--- config.mk ---
export PLATFORM = sky130hd
export DESIGN_NAME = if_stage
export DESIGN_NICKNAME = d
export VERILOG_FILES = /design/src/rtl/if_stage.sv
export SDC_FILE = /design/constraint.sdc
export NUM_CORES = 1
export LEC_CHECK = 0
export ABC_CLOCK_PERIOD_IN_PS = 3100
export CORE_ASPECT_RATIO = 1.1
export CORE_MARGIN = 2
export CORE_UTILIZATION = 38
export DETAILED_ROUTE_END_ITERATION = 8
export HOLD_SLACK_MARGIN = 0.12
export MAX_ROUTING_LAYER = met4
export SETUP_SLACK_MARGIN = 0.2
export SYNTH_ARGS = -nofsm -noshare
export SYNTH_HDL_FRONTEND = slang
export SYNTH_SLANG_ARGS = --single-unit
--- constraint.sdc ---
create_clock -name clk -period 3.1 [get_ports clk]
set_input_delay 0.62 -clock clk [delete_from_list [all_inputs] [get_ports clk]]
set_output_delay 0.62 -clock clk [all_outputs]
set_load 0.01 [all_outputs]
--- src/rtl/if_stage.sv ---
// LEGv8 instruction-fetch stage: owns the PC, fetches one word at a time over a
// ready handshake, buffers a fetch that lands during a stall, and squashes wrong-path data.
module if_stage #(
  parameter int                WORD      = 64,
  parameter int                INST_SIZE = 32,
  parameter logic [WORD-1:0]   RESET_PC  = {WORD{1'b0}}
) (
  input  logic                 clk,
  input  logic                 rst_n,
  input  logic                 stall,
  input  logic                 br_taken,
  input  logic [WORD-1:0]      br_target,
  output logic                 imem_req,
  output logic [WORD-1:0]      imem_addr,
  input  logic                 imem_ready,
  input  logic [INST_SIZE-1:0] imem_rdata,
  output logic                 if_valid,
  output logic [WORD-1:0]      if_pc,
  output logic [INST_SIZE-1:0] if_inst
);

  typedef enum logic [1:0] {
    ST_IDLE = 2'd0,
    ST_REQ  = 2'd1,
    ST_HOLD = 2'd2,
    ST_DROP = 2'd3
  } state_e;

  localparam logic [WORD-1:0]      ZERO_W   = {WORD{1'b0}};
  localparam logic [INST_SIZE-1:0] ZERO_I   = {INST_SIZE{1'b0}};
  localparam logic [WORD-1:0]      PC_STEP  = {{(WORD-3){1'b0}}, 3'b100};
  localparam logic [WORD-1:0]      PC_RESET = {RESET_PC[WORD-1:2], 2'b00};

  state_e                 state_q, state_d;
  logic [WORD-1:0]        pc_q, pc_d;
  logic [WORD-1:0]        drop_addr_q, drop_addr_d;
  logic [WORD-1:0]        hold_pc_q, hold_pc_d;
  logic [INST_SIZE-1:0]   hold_inst_q, hold_inst_d;
  logic                   valid_q, valid_d;
  logic [WORD-1:0]        ifpc_q, ifpc_d;
  logic [INST_SIZE-1:0]   ifinst_q, ifinst_d;
  logic                   req_q, req_d;
  logic [WORD-1:0]        addr_q, addr_d;

  logic                   stall_eff_s;
  logic [WORD-1:0]        br_pc_s;
  logic [WORD-1:0]        pc_inc_s;

  assign stall_eff_s = stall & valid_q;
  assign br_pc_s     = {br_target[WORD-1:2], 2'b00};
  assign pc_inc_s    = pc_q + PC_STEP;

  // Next-state, PC, hold buffer and IF/ID update; redirect wins over stall and completion
  always_comb begin
    state_d     = state_q;
    pc_d        = pc_q;
    drop_addr_d = drop_addr_q;
    hold_pc_d   = hold_pc_q;
    hold_inst_d = hold_inst_q;
    valid_d     = valid_q;
    ifpc_d      = ifpc_q;
    ifinst_d    = ifinst_q;

    case (state_q)
      ST_IDLE: begin
        state_d = ST_REQ;
      end
      ST_REQ: begin
        if (br_taken) begin
          pc_d        = br_pc_s;
          valid_d     = 1'b0;
          hold_pc_d   = ZERO_W;
          hold_inst_d = ZERO_I;
          if (imem_ready) begin
            state_d = ST_REQ;
          end else begin
            state_d     = ST_DROP;
            drop_addr_d = pc_q;
          end
        end else if (imem_ready) begin
          pc_d = pc_inc_s;
          if (stall_eff_s) begin
            hold_pc_d   = pc_q;
            hold_inst_d = imem_rdata;
            state_d     = ST_HOLD;
          end else begin
            valid_d  = 1'b1;
            ifpc_d   = pc_q;
            ifinst_d = imem_rdata;
            state_d  = ST_REQ;
          end
        end else if (!stall_eff_s) begin
          valid_d = 1'b0;
        end else begin
          valid_d = valid_q;
        end
      end
      ST_HOLD: begin
        if (br_taken) begin
          pc_d        = br_pc_s;
          valid_d     = 1'b0;
          hold_pc_d   = ZERO_W;
          hold_inst_d = ZERO_I;
          state_d     = ST_REQ;
        end else if (!stall_eff_s) begin
          valid_d  = 1'b1;
          ifpc_d   = hold_pc_q;
          ifinst_d = hold_inst_q;
          state_d  = ST_REQ;
        end else begin
          state_d = ST_HOLD;
        end
      end
      ST_DROP: begin
        // The in-flight word belongs to the abandoned path; only the PC may move here
        if (br_taken) begin
          pc_d    = br_pc_s;
          valid_d = 1'b0;
        end else begin
          pc_d = pc_q;
        end
        if (imem_ready) begin
          state_d = ST_REQ;
        end else begin
          state_d = ST_DROP;
        end
      end
      default: begin
        state_d = ST_IDLE;
      end
    endcase
  end

  // Memory-side outputs are precomputed from the next state so they leave a flop
  always_comb begin
    req_d  = (state_d == ST_REQ) || (state_d == ST_DROP);
    addr_d = pc_d;
    if (state_d == ST_DROP) begin
      addr_d = drop_addr_d;
    end else begin
      addr_d = pc_d;
    end
  end

  // State and datapath registers with asynchronous clear
  always_ff @(posedge clk or negedge rst_n) begin
    if (!rst_n) begin
      state_q     <= ST_IDLE;
      pc_q        <= PC_RESET;
      drop_addr_q <= ZERO_W;
      hold_pc_q   <= ZERO_W;
      hold_inst_q <= ZERO_I;
      valid_q     <= 1'b0;
      ifpc_q      <= ZERO_W;
      ifinst_q    <= ZERO_I;
      req_q       <= 1'b0;
      addr_q      <= ZERO_W;
    end else begin
      state_q     <= state_d;
      pc_q        <= pc_d;
      drop_addr_q <= drop_addr_d;
      hold_pc_q   <= hold_pc_d;
      hold_inst_q <= hold_inst_d;
      valid_q     <= valid_d;
      ifpc_q      <= ifpc_d;
      ifinst_q    <= ifinst_d;
      req_q       <= req_d;
      addr_q      <= addr_d;
    end
  end

  assign imem_req  = req_q;
  assign imem_addr = addr_q;
  assign if_valid  = valid_q;
  assign if_pc     = ifpc_q;
  assign if_inst   = ifinst_q;

endmodule

Yosys cells after proc, flatten, opt, wreduce, memory -nomap -nowiden
Index checks and enable logic that the tools add are counted.
Storage, ports and cells
  bits in latches: 0
  register bits: 388
  input bits: 101
  logic and storage cells: 78
  bits in read-only memories: 0
  memories kept: 0
  RAM bits: 0
Operators by class
  order comparisons: 0
  shift operators: 0
  mux-type cells: 43
  multiply operators: 0
  add/subtract/negate cells: 1
  bitwise logic cells: 1
  eq/ne operators: 15
  reductions and logical operators: 8
  div/mod/pow operators: 0
Operator list (count)
  $mux 64: 16
  $pmux 64 s2: 3
  $mux 32: 9
  $pmux 32 s2: 2
  $add 64x3->64 const B: 1
  $ne 2x2->1 const B: 7
  $mux 2: 5
  $pmux 2 s4: 1
  $eq 2x2->1 const B: 3
  $mux 1: 6
  $ne 3x3->1 const B: 2
  $reduce_and 6->1: 1
  $eq 2x1->1 const B: 2
  $ne 4x4->1 const B: 1
  $reduce_and 4->1: 1
  $pmux 1 s3: 1
  $reduce_and 3->1: 1
  $reduce_bool 3->1: 1
  $logic_not 2->1: 1
  $reduce_bool 2->1: 1
  $reduce_or 2->1: 1
  $and 1x1->1: 1
  $logic_or 1x1->1: 1

Longest topological paths before layout
  depth after elaboration: 7
  mapped depth: 9

Worst setup path after synthesis
No wires, ideal clock.
  kind: input -> register
  from: in imem_ready
  to: reg addr_q[40], in the netlist imem_addr[40]
  required time: 2975 ps
  stages on the path: 8
  path slack: 203 ps
  buffers on the path: 2
  data arrival time: 2772 ps
  cells stage by stage: buf_2 nand3b_1 or4_4 or4_1 clkbuf_1 a222oi_1 o311ai_1 mux2_2
On the way
  elaborated cells between the ends (all ways): 12
  classes of those cells: 1 x eq/ne; 11 x mux
RTL lines
  start, declared: RTL line 15  | input logic imem_ready,
  $mux 64: RTL line 80  | end else if (imem_ready) begin
  $mux 64: RTL line 69  | if (br_taken) begin
  $pmux 64 s2: RTL line 64  | case (state_q)
  via pc_d[40]: RTL line 35  | logic [WORD-1:0] pc_q, pc_d;
  $mux 64: RTL line 138  | if (state_d == ST_DROP) begin
  via addr_d[40]: RTL line 43  | logic [WORD-1:0] addr_q, addr_d;
  end signal, assigned: RTL line 168  | addr_q <= addr_d;
  end, declared: RTL line 43
The timed path passes the listed nets, and every way through them passes these cells.
A chain may end at the register's enable or synchronous reset.

Worst setup path in the final report
  from: in imem_ready
  to: reg addr_q[43], in the netlist imem_addr[43]
Same word-level chain as after synthesis.

==> impl_metrics.env <==
export IMPL_outcome="finished clean"
export IMPL_p_int_mw=11.2
export IMPL_criticalPathCategory="in -> reg"
export IMPL_ys_flop_type="dfrtp_1"
export IMPL_antenna_found_initial=2
export IMPL_fin_crit_ns=2.76
export IMPL_arrival_ns=3.22
export IMPL_hold_violations=0
export IMPL_async_flop_share_pct=100
export IMPL_hold_depth=2
export IMPL_critical_path_max_stage_delay_ns=0.59
export IMPL_power_density_mw_per_mm2=653
export IMPL_sw_frac_of_total_pct=29.7
export IMPL_dp_hpwl_mm=43.6
export IMPL_crit_required_ns=3.55
export IMPL_max_freq_ghz=0.362
export IMPL_cts_buffers=42
export IMPL_ys_types=72
export IMPL_critPathMaxFanout=17
export IMPL_reg2reg_depth=8
export IMPL_netlist_area_mm2=0.0189
export IMPL_post_drt_wl_per_cell_um=21.3
export IMPL_grt_max_degree=78
export IMPL_drt_pre_antenna_iters=6
export IMPL_fin_nets=2380
export IMPL_ys_warn_count=0
export IMPL_p_leak_nw=10.3
export IMPL_overflow=0
export IMPL_areaGrowthSynthToFinish_pct=28.9
export IMPL_grt_pass1_wl_mm=97.1
export IMPL_grt_pass1_vias=16278
export IMPL_place_inst=2884
export IMPL_ys_seq_area_share_pct=51.4
export IMPL_peakVddDrop_mv=0.379
export IMPL_drive_above_1_share_pct=13.1
export IMPL_dr_total_vias=16620
export IMPL_initial_core_util_pct=38.5
export IMPL_crit_start="imem_ready"
export IMPL_ys_ff_latch=388
export IMPL_cts_tree="done"
export IMPL_clockBufferDepth=3
export IMPL_wl_mm=63.2
export IMPL_clk_pin_slew_ns=0.06
export IMPL_period_share_pct=89.1
export IMPL_die_x_um=217
export IMPL_fill_cells=4542
export IMPL_slowest_stage="or4_1"
export IMPL_pwr_share_comb_pct=23.8
export IMPL_gp_congestion=0.907
export IMPL_clk_latency_ns=0.57
export IMPL_rsz0062_at_grt="no"
export IMPL_seqPwrFrac_pct=42.2
export IMPL_htreeDepth=2
export IMPL_drt_iter0_drc=1652
export IMPL_pre_cts_ws_ns=-0.195
export IMPL_layout_cells_non_filler=2963
export IMPL_worstPathCellList="clkdlybuf4s50_1 > buf_4 > nand2b_1 > or4_1 > nor4_1 > buf_4 > a31oi_1 > nand3b_1 > mux2_2"
export IMPL_grt_use_total_pct=24.9
export IMPL_cts_root_buf="clkbuf_16"
export IMPL_cp_common_cell="buf_4"
export IMPL_fin_total_pwr_mw=15.9
export IMPL_coreArea_mm2=0.0490
export IMPL_syn_area_per_cell_um2=9.29
export IMPL_ios=263
export IMPL_worst_pin_slew_ns=0.955
export IMPL_hp_class="reg -> reg"
export IMPL_hold_ws_ns=0.463
export IMPL_start_kind="input port"
export IMPL_drv_cap=0
export IMPL_syn_inst=2034
export IMPL_worstSetupEndpointType="flop"
export IMPL_die_area_mm2=0.0515
export IMPL_die_h_um=238
export IMPL_fin_worst_skew_ns=0.0120
export IMPL_synth_edf_count=0
export IMPL_pwr_share_clk_pct=34.0
export IMPL_p_sw_mw=4.72
export IMPL_setup_ws_ns=0.338
export IMPL_min_from="hold_pc_q[61]"
export IMPL_cts_sink_count=388
export IMPL_drv_slew=0
export IMPL_port_buffers=260
export IMPL_relSlewSlack_pct=36.2
export IMPL_rows=85
export IMPL_drc_errors=0
export IMPL_setup_violations=0
export IMPL_route_detailed_vias_per_inst=5.61
export IMPL_syn_nets=2136
export IMPL_reg2reg_from="pc_q[8]"
export IMPL_detail_route_antenna_nets=0
==> cells in the mapped netlist (all sizes together), types with 8 or more instances <==
master  number  area share [%]
clkbuf     148             2.9
nor4        20            0.66
o221ai      10            0.46
inv         25            0.50
o211ai      10            0.40
a22oi       12            0.48
dfrtp      388              51
nor2       205             4.1
nand4       29            0.99
mux2i      111             5.9
or2          8            0.26
nand2      330             6.6
a221oi       8            0.37
buf         30            0.62
o31ai       20            0.79
a21oi      158             4.2
o21ai       96             2.5
nor3        23            0.61
o22ai        9            0.30
or3         12            0.40
a211oi      12            0.48
nand2b      15            0.50
and3         9            0.30
mux2        87             5.2
nand3      131             3.5
==> state kept, by name, summed over array words and instances (netlist names) <==
signal	flops
drop_addr_q	64
hold_inst_q	32
hold_pc_q	64
if_inst	32
if_pc	64
if_valid	1
imem_addr	64
imem_req	1
pc_q	64
state_q	2
==> per-stage QoR <==
stage / util, % / area, um2 / setup TNS, ns
2_1_floorplan: - / 18900 / 0
3_3_place_gp: 46.6 / 22900 / -0.710
3_5_place_dp: 46.6 / 22900 / -0.785
4_1_cts: 49.6 / 24300 / 0
5_1_grt: 49.7 / 24400 / 0
6_report: 49.7 / 24400 / 0
==> critical path, delay by kind of cell <==
family	cells	cell delay (ns)
buf+inv	3	0.91
simple gates	4	1.32
compound gates	1	0.08
mux	1	0.27
==> metal layers <==
metal	vias up	share of wire [%]	track usage [%]	wire length [um]
met5	-	0	-	0
met4	0	3.4	9.19	2160
met3	137	6.4	4.18	4060
met2	668	48	39.2	30100
met1	8136	43	32.5	26900
li1	7679	-	-	-
==> power by group through the flow <==
stage          Combinational, mW  Clock [mW]  Sequential (mW)
4_1_cts                     3.81        5.49             6.72
3_3_place_gp                3.72           0             6.76
5_1_grt                     4.12        5.70             6.83
2_1_floorplan               1.74           0             6.76
3_5_place_dp                3.78           0             6.80
6_report                    3.78        5.40             6.71
==> worst paths after layout <==
check	end	slack (ns)
max in group asynchronous	imem_addr[14]	1.59
hold / removal	hold_pc_q[61]	0.46
min in group asynchronous	if_pc[55]	0.66
setup / recovery	imem_addr[43]	0.34
hold reg to reg	hold_pc_q[61]	0.46
setup reg to reg	imem_addr[43]	0.36
==> cell usage in the layout (no fill, tap or decap), types with 7 or more instances in the layout <==
cell type and instances:
dfrtp_1 385, a221oi_1 8, o21a_1 7, a22oi_1 12, or2_2 8, a21oi_1 158
buf_12 21, nor2_1 201, clkbuf_8 9, nand2_1 330, o221ai_1 10, nand4_1 28
and3_1 9, mux2i_1 111, clkbuf_16 43, nor3_1 23, a31oi_1 7, nand3_1 131
o211ai_1 10, o31ai_1 20, buf_4 97, o21ai_0 96, a211oi_1 11, a21boi_0 7
o22ai_1 8, nand2b_1 15, clkdlybuf4s50_1 258, or3_1 12, nor2b_1 7, inv_1 24
nor4_1 19, mux2_2 87, clkinv_2 8
==> area by class of cell <==
class                      count  area (um2)  share of cell area (%)
tap                          652         816                    3.35
clock buffer                  58        1220                    5.02
inverter                      25        93.8                   0.385
clock inverter                17         245                    1.01
timing repair buffer         378        3760                    15.4
multi-input combinational   1443        8500                    34.9
sequential                   388        9710                    39.9
antenna                        2        5.00                  0.0206
==> logic make-up after synthesis <==
group / Yosys count / share of synthesized area [%]
adder cells (fa/ha/maj): 1 / 0.0662
multiplexers: 198 / 11.1
buffers and inverters: 203 / 4.07
AND/OR/NAND/NOR: 817 / 19.2
flip-flops: 388 / 51.4
AO/OA/AOI/OAI: 425 / 14.1
XOR/XNOR: 2 / 0.0928
==> repair_timing <==
item,in CTS,in global routing
buffers inserted,0,1
endpoints found under the setup margin,0,2
resized for setup,0,3
hold endpoints to repair,71,0
hold buffers,1,0
Power figures use the tool's default switching activity.
==> variant 1: new RTL, same flow settings <==
Change the parameter `INST_SIZE` from 32 to 16.
--- a/src/rtl/if_stage.sv
+++ b/src/rtl/if_stage.sv
@@ -3,5 +3,5 @@
 module if_stage #(
   parameter int                WORD      = 64,
-  parameter int                INST_SIZE = 32,
+  parameter int                INST_SIZE = 16,
   parameter logic [WORD-1:0]   RESET_PC  = {WORD{1'b0}}
 ) (
Interface: changed (resized if_inst and imem_rdata); port bits go from 263 to 231. The function was not compared with the original's and may differ.
==> variant 1 against the original RTL <==
Wire length is 8.3% lower. Core utilization fell by 0.72 points. Synthesized area fell by 8.3%. Sequential cell count is 32 lower. Worst setup slack worse by 0.028 ns. Clock skew grew 0.0095 ns. Design area is 9.1% lower. Clock power down 3%. Power down 6.9%.
==> variant 1: results (changes against the original RTL) <==
XOR/XNOR Fraction of Synth Area=0% (was 0.0927%); drt initial violations=1110 (was 1652); worst r2r path cells=6 (was 8); Synth Net Count=1916 (was 2136); synth cell count leaders=dfrtp_1 (356), nand2_1 (301), nor2_1 (177), a21oi_1 (144), nand3_1 (120) (was dfrtp_1 (388), nand2_1 (330), nor2_1 (205), a21oi_1 (158), clkbuf_1 (147)); Power Clock=5.25 mW (was 5.40 mW); Peak VDD IR=388 µV (was 379 µV); critical path launch point=pc_q[13]$_DFF_PN0_ (was imem_ready); via count=15000 (was 16600); r2r setup slk=0.31 ns (was 0.36 ns); post-synthesis sequential area ratio=51.4% (about the same); FFs & Latches=356 (was 388); Int Power=10.5 mW (was 11.2 mW); Inst Count DP=2584 (was 2884); multi-input combinational area share=35.2% (was 34.9%); antenna violations before repair=1 (was 2); Cell Pwr Density=668 nW/µm² (was 653 nW/µm²); Avg Inst Size Synth=9.46 µm² (was 9.29 µm²); routed vias/inst=5.64 (was 5.61); buffer share of cell area=14.4% (was 15.4%); Initial DRT Pass Iterations=5 (was 6); final RePlAce weighted congestion=0.936 (was 0.907); capture point of the worst reg-to-reg path=imem_addr[53]$_DFF_PN0_ (was imem_addr[43]$_DFF_PN0_); Clock Tree Root=clkbuf_16 (unchanged); layout clock buffer count=60 (was 58); Final nets=2129 (was 2380); Synth Area in Compound Gates=13.8% (was 14.1%); mux contribution to synthesized area=11.4% (was 11.1%); largest cells by area after synthesis=dfrtp_1 (51%), nand2_1 (6.5%), mux2_2 (6.0%), mux2i_1 (5.4%), a21oi_1 (4.2%) (was dfrtp_1 (51%), nand2_1 (6.6%), mux2i_1 (5.9%), mux2_2 (5.2%), a21oi_1 (4.2%)); #MultiIn Comb=1306 (was 1443); PortBufs=228 (was 260); synth unique cells=67 (was 72); Fin Clk Skew=0.0215 ns (was 0.0120 ns); first-pass GRT wire length=90300 µm (was 97100 µm); register area=8910 µm² (was 9710 µm²); Total GRT Usage=25.1% (was 24.9%); run status=finished clean (unchanged); Hold Path End=hold_pc_q[58]$_DFFE_PN0P_ (was hold_pc_q[61]$_DFFE_PN0P_); CP max-delay cell=nor4_2 (was or4_1); WP data arrival=3.23 ns (was 3.22 ns); share of cells above drive strength 1=13.7% (was 13.1%); fill count=4215 (was 4542); CTS buffer count=41 (was 42); buffers outside the clock class=327 (was 378); Relative slew margins=48.8% (was 36.2%); slowest stage delay, CP=0.67 ns (was 0.59 ns); number of inserted diodes=1 (was 2); largest net degree at the start of global routing=99 (was 78); clk cell area share=6.59% (was 6.03%); Max FO, Critical Path=12 (was 17); R2R Path Start=pc_q[13]$_DFF_PN0_ (was pc_q[8]$_DFF_PN0_); Final HPWL DP=39900 µm (was 43600 µm)
-- variant 1: changes by cell type after synthesis, moves of 9 or more --
cell | before | now
o32ai_1 | 3 | 12
nor4_1 | 20 | 11
clkbuf_1 | 147 | 117
nand2_1 | 330 | 301
mux2i_1 | 111 | 93
nor2_1 | 205 | 177
a31oi_1 | 7 | 17
o21ai_0 | 96 | 68
a21oi_1 | 158 | 144
dfrtp_1 | 388 | 356
buf_2 | 4 | 18
nand3_1 | 131 | 120
inv_1 | 24 | 10
-- variant 1: per-stage QoR --
stage	worst slack [ns]	hold WS, ns
2_1_floorplan	0.663	0.324
3_3_place_gp	0.112	0.448
3_5_place_dp	0.0881	0.455
4_1_cts	0.225	0.468
5_1_grt	0.233	0.483
6_report	0.310	0.464
-- variant 1: per-layer routing --
metal  vias up  track usage (%)  part of all wire, %
met5         -                -                    0
met4         0             8.59                  3.3
li1       6932                -                    -
met2       510             38.5                   46
met1      7467             33.7                   45
met3       110             4.17                  5.7
==> variant 2: new RTL, same flow settings <==
Made on the original files. The 4 states of `state_e` get a one-hot encoding in 4 bits.
--- a/src/rtl/if_stage.sv
+++ b/src/rtl/if_stage.sv
@@ -20,9 +20,9 @@
 );
 
-  typedef enum logic [1:0] {
-    ST_IDLE = 2'd0,
-    ST_REQ  = 2'd1,
-    ST_HOLD = 2'd2,
-    ST_DROP = 2'd3
+  typedef enum logic [3:0] {
+    ST_IDLE = 4'b0001,
+    ST_REQ  = 4'b0010,
+    ST_HOLD = 4'b0100,
+    ST_DROP = 4'b1000
   } state_e;
 
Function: no difference found for any inputs over 4 cycles, from zero or initial values and one cycle with rst_n low; so few cycles prove little.
==> variant 2 against the original RTL <==
Clock skew rose by 0.012 ns. Count of clock-buffer cells in the layout is 2 higher. Die area fell by 0.27%. Wire length shrank 0.28%. Sequential cell count increased by 2. Synthesized area is 0.27% lower. Design area shrank 0.62%. Worst setup slack lost 0.024 ns. Non-clock buffer count rose by 4.
Power is not compared: it rests on default switching activity, and its combinational part moved more than twofold at a synthesized area within 25%.
==> variant 2: results (changes against the original RTL) <==
setup bufs post-CTS=0 (unchanged); WP data arrival=3.23 ns (was 3.22 ns); PortBufs=260 (unchanged); critical path launch point=pc_q[20]$_DFF_PN0_ (was imem_ready); first-pass GRT wire length=96100 µm (was 97100 µm); Metal-1 WL=27200 µm (was 26900 µm); number of inserted diodes=2 (unchanged); met3 WL post-DR=4150 µm (was 4060 µm); #MultiIn Comb=1250 (was 1443); Post-DP Area=22600 µm² (was 22900 µm²); post-synthesis adder-cell area fraction=0.0664% (was 0.0662%); clk cell area share=6.36% (was 6.03%); post-synthesis sequential area ratio=51.8% (was 51.4%); run status=finished clean (unchanged); Final HPWL DP=43000 µm (was 43600 µm); Hold Path End=hold_pc_q[18]$_DFFE_PN0P_ (was hold_pc_q[61]$_DFFE_PN0P_); largest cells by area after synthesis=dfrtp_1 (52%), o21ai_0 (5.3%), mux2_2 (4.8%), mux2i_1 (4.8%), nand2_1 (4.0%) (was dfrtp_1 (51%), nand2_1 (6.6%), mux2i_1 (5.9%), mux2_2 (5.2%), a21oi_1 (4.2%)); r2r setup slk=0.31 ns (was 0.36 ns); mux contribution to synthesized area=9.62% (was 11.1%); met2 Use GR=39.0% (was 39.2%); Clock Tree Root=clkbuf_16 (unchanged); Synth Net Count=1949 (was 2136); Hold WC Path Type=input port to register (was register to register); Fin Clk Skew=0.0239 ns (was 0.0120 ns); Final nets=2199 (was 2380); met3 Track Usage GR=4.56% (was 4.18%); CP max-delay cell=dfrtp_1 (was or4_1); hold_sp=br_taken (was hold_pc_q[61]$_DFFE_PN0P_); clk sink count=390 (was 388); fill count=4458 (was 4542); final RePlAce weighted congestion=0.899 (was 0.907); capture point of the worst reg-to-reg path=imem_addr[53]$_DFF_PN0_ (was imem_addr[43]$_DFF_PN0_); Inverters=29 (was 25); sequential cell area share=40.3% (was 39.9%); met2 WL post-DR=29600 µm (was 30100 µm); buffers outside the clock class=382 (was 378); buffer share of cell area=15.4% (about the same); largest net degree at the start of global routing=125 (was 78); worst r2r path cells=6 (was 8); GR Util met1=32.4% (was 32.5%); Wirelength per Cell=22.6 µm (was 21.3 µm); synth cell count leaders=dfrtp_1 (389), nand2_1 (203), o21ai_0 (200), nor2_1 (112), mux2i_1 (90) (was dfrtp_1 (388), nand2_1 (330), nor2_1 (205), a21oi_1 (158), clkbuf_1 (147)); XOR/XNOR Fraction of Synth Area=0.0465% (was 0.0927%); antenna violations before repair=3 (was 2); Max FO, Critical Path=14 (was 17); drt initial violations=1505 (was 1652); layout clock buffer count=60 (was 58); routed vias/inst=5.80 (was 5.61); worst slew pin tran=0.655 ns (was 0.955 ns); multi-input combinational area share=34.1% (was 34.9%); via count of the first global-routing pass=15800 (was 16300); Total GRT Usage=24.8% (was 24.9%); synth unique cells=85 (was 72); share of cells above drive strength 1=15.1% (was 13.1%); slowest stage delay, CP=0.63 ns (was 0.59 ns); Synth Area in Compound Gates=18.6% (was 14.1%); crit path to=imem_addr[53]$_DFF_PN0_ (was imem_addr[43]$_DFF_PN0_)
==> variant 2: cell count changes after synthesis, sizes merged, moves of 31 or more <==
cell / before / now
nand2: 330 / 204
o21ai: 96 / 205
a22o: 4 / 62
nor2: 205 / 113
clkbuf: 148 / 90
nand3: 131 / 48
buf: 30 / 88
a31oi: 7 / 38
a21oi: 158 / 61
a32o: 1 / 35
==> variant 2: per-stage QoR <==
stage | utilization, % | cells | setup slack, ns | hold slack [ns]
2_1_floorplan | - | 1847 | 0.783 | 0.324
3_3_place_gp | 46.2 | 2700 | -0.0527 | 0.462
3_5_place_dp | 46.2 | 2700 | -0.0803 | 0.469
4_1_cts | 49.3 | 2779 | 0.217 | 0.380
5_1_grt | 49.5 | 2783 | 0.186 | 0.407
6_report | 49.5 | 2783 | 0.314 | 0.416
==> variant 2: critical path: cells and delay by family (launching register included) <==
| family | cells | cell delay, ns |
|---|---|---|
| AND/OR/NAND/NOR | 4 | 1.43 |
| AO/OA/AOI/OAI | 2 | 0.61 |
| flip-flops | 1 | 0.63 |
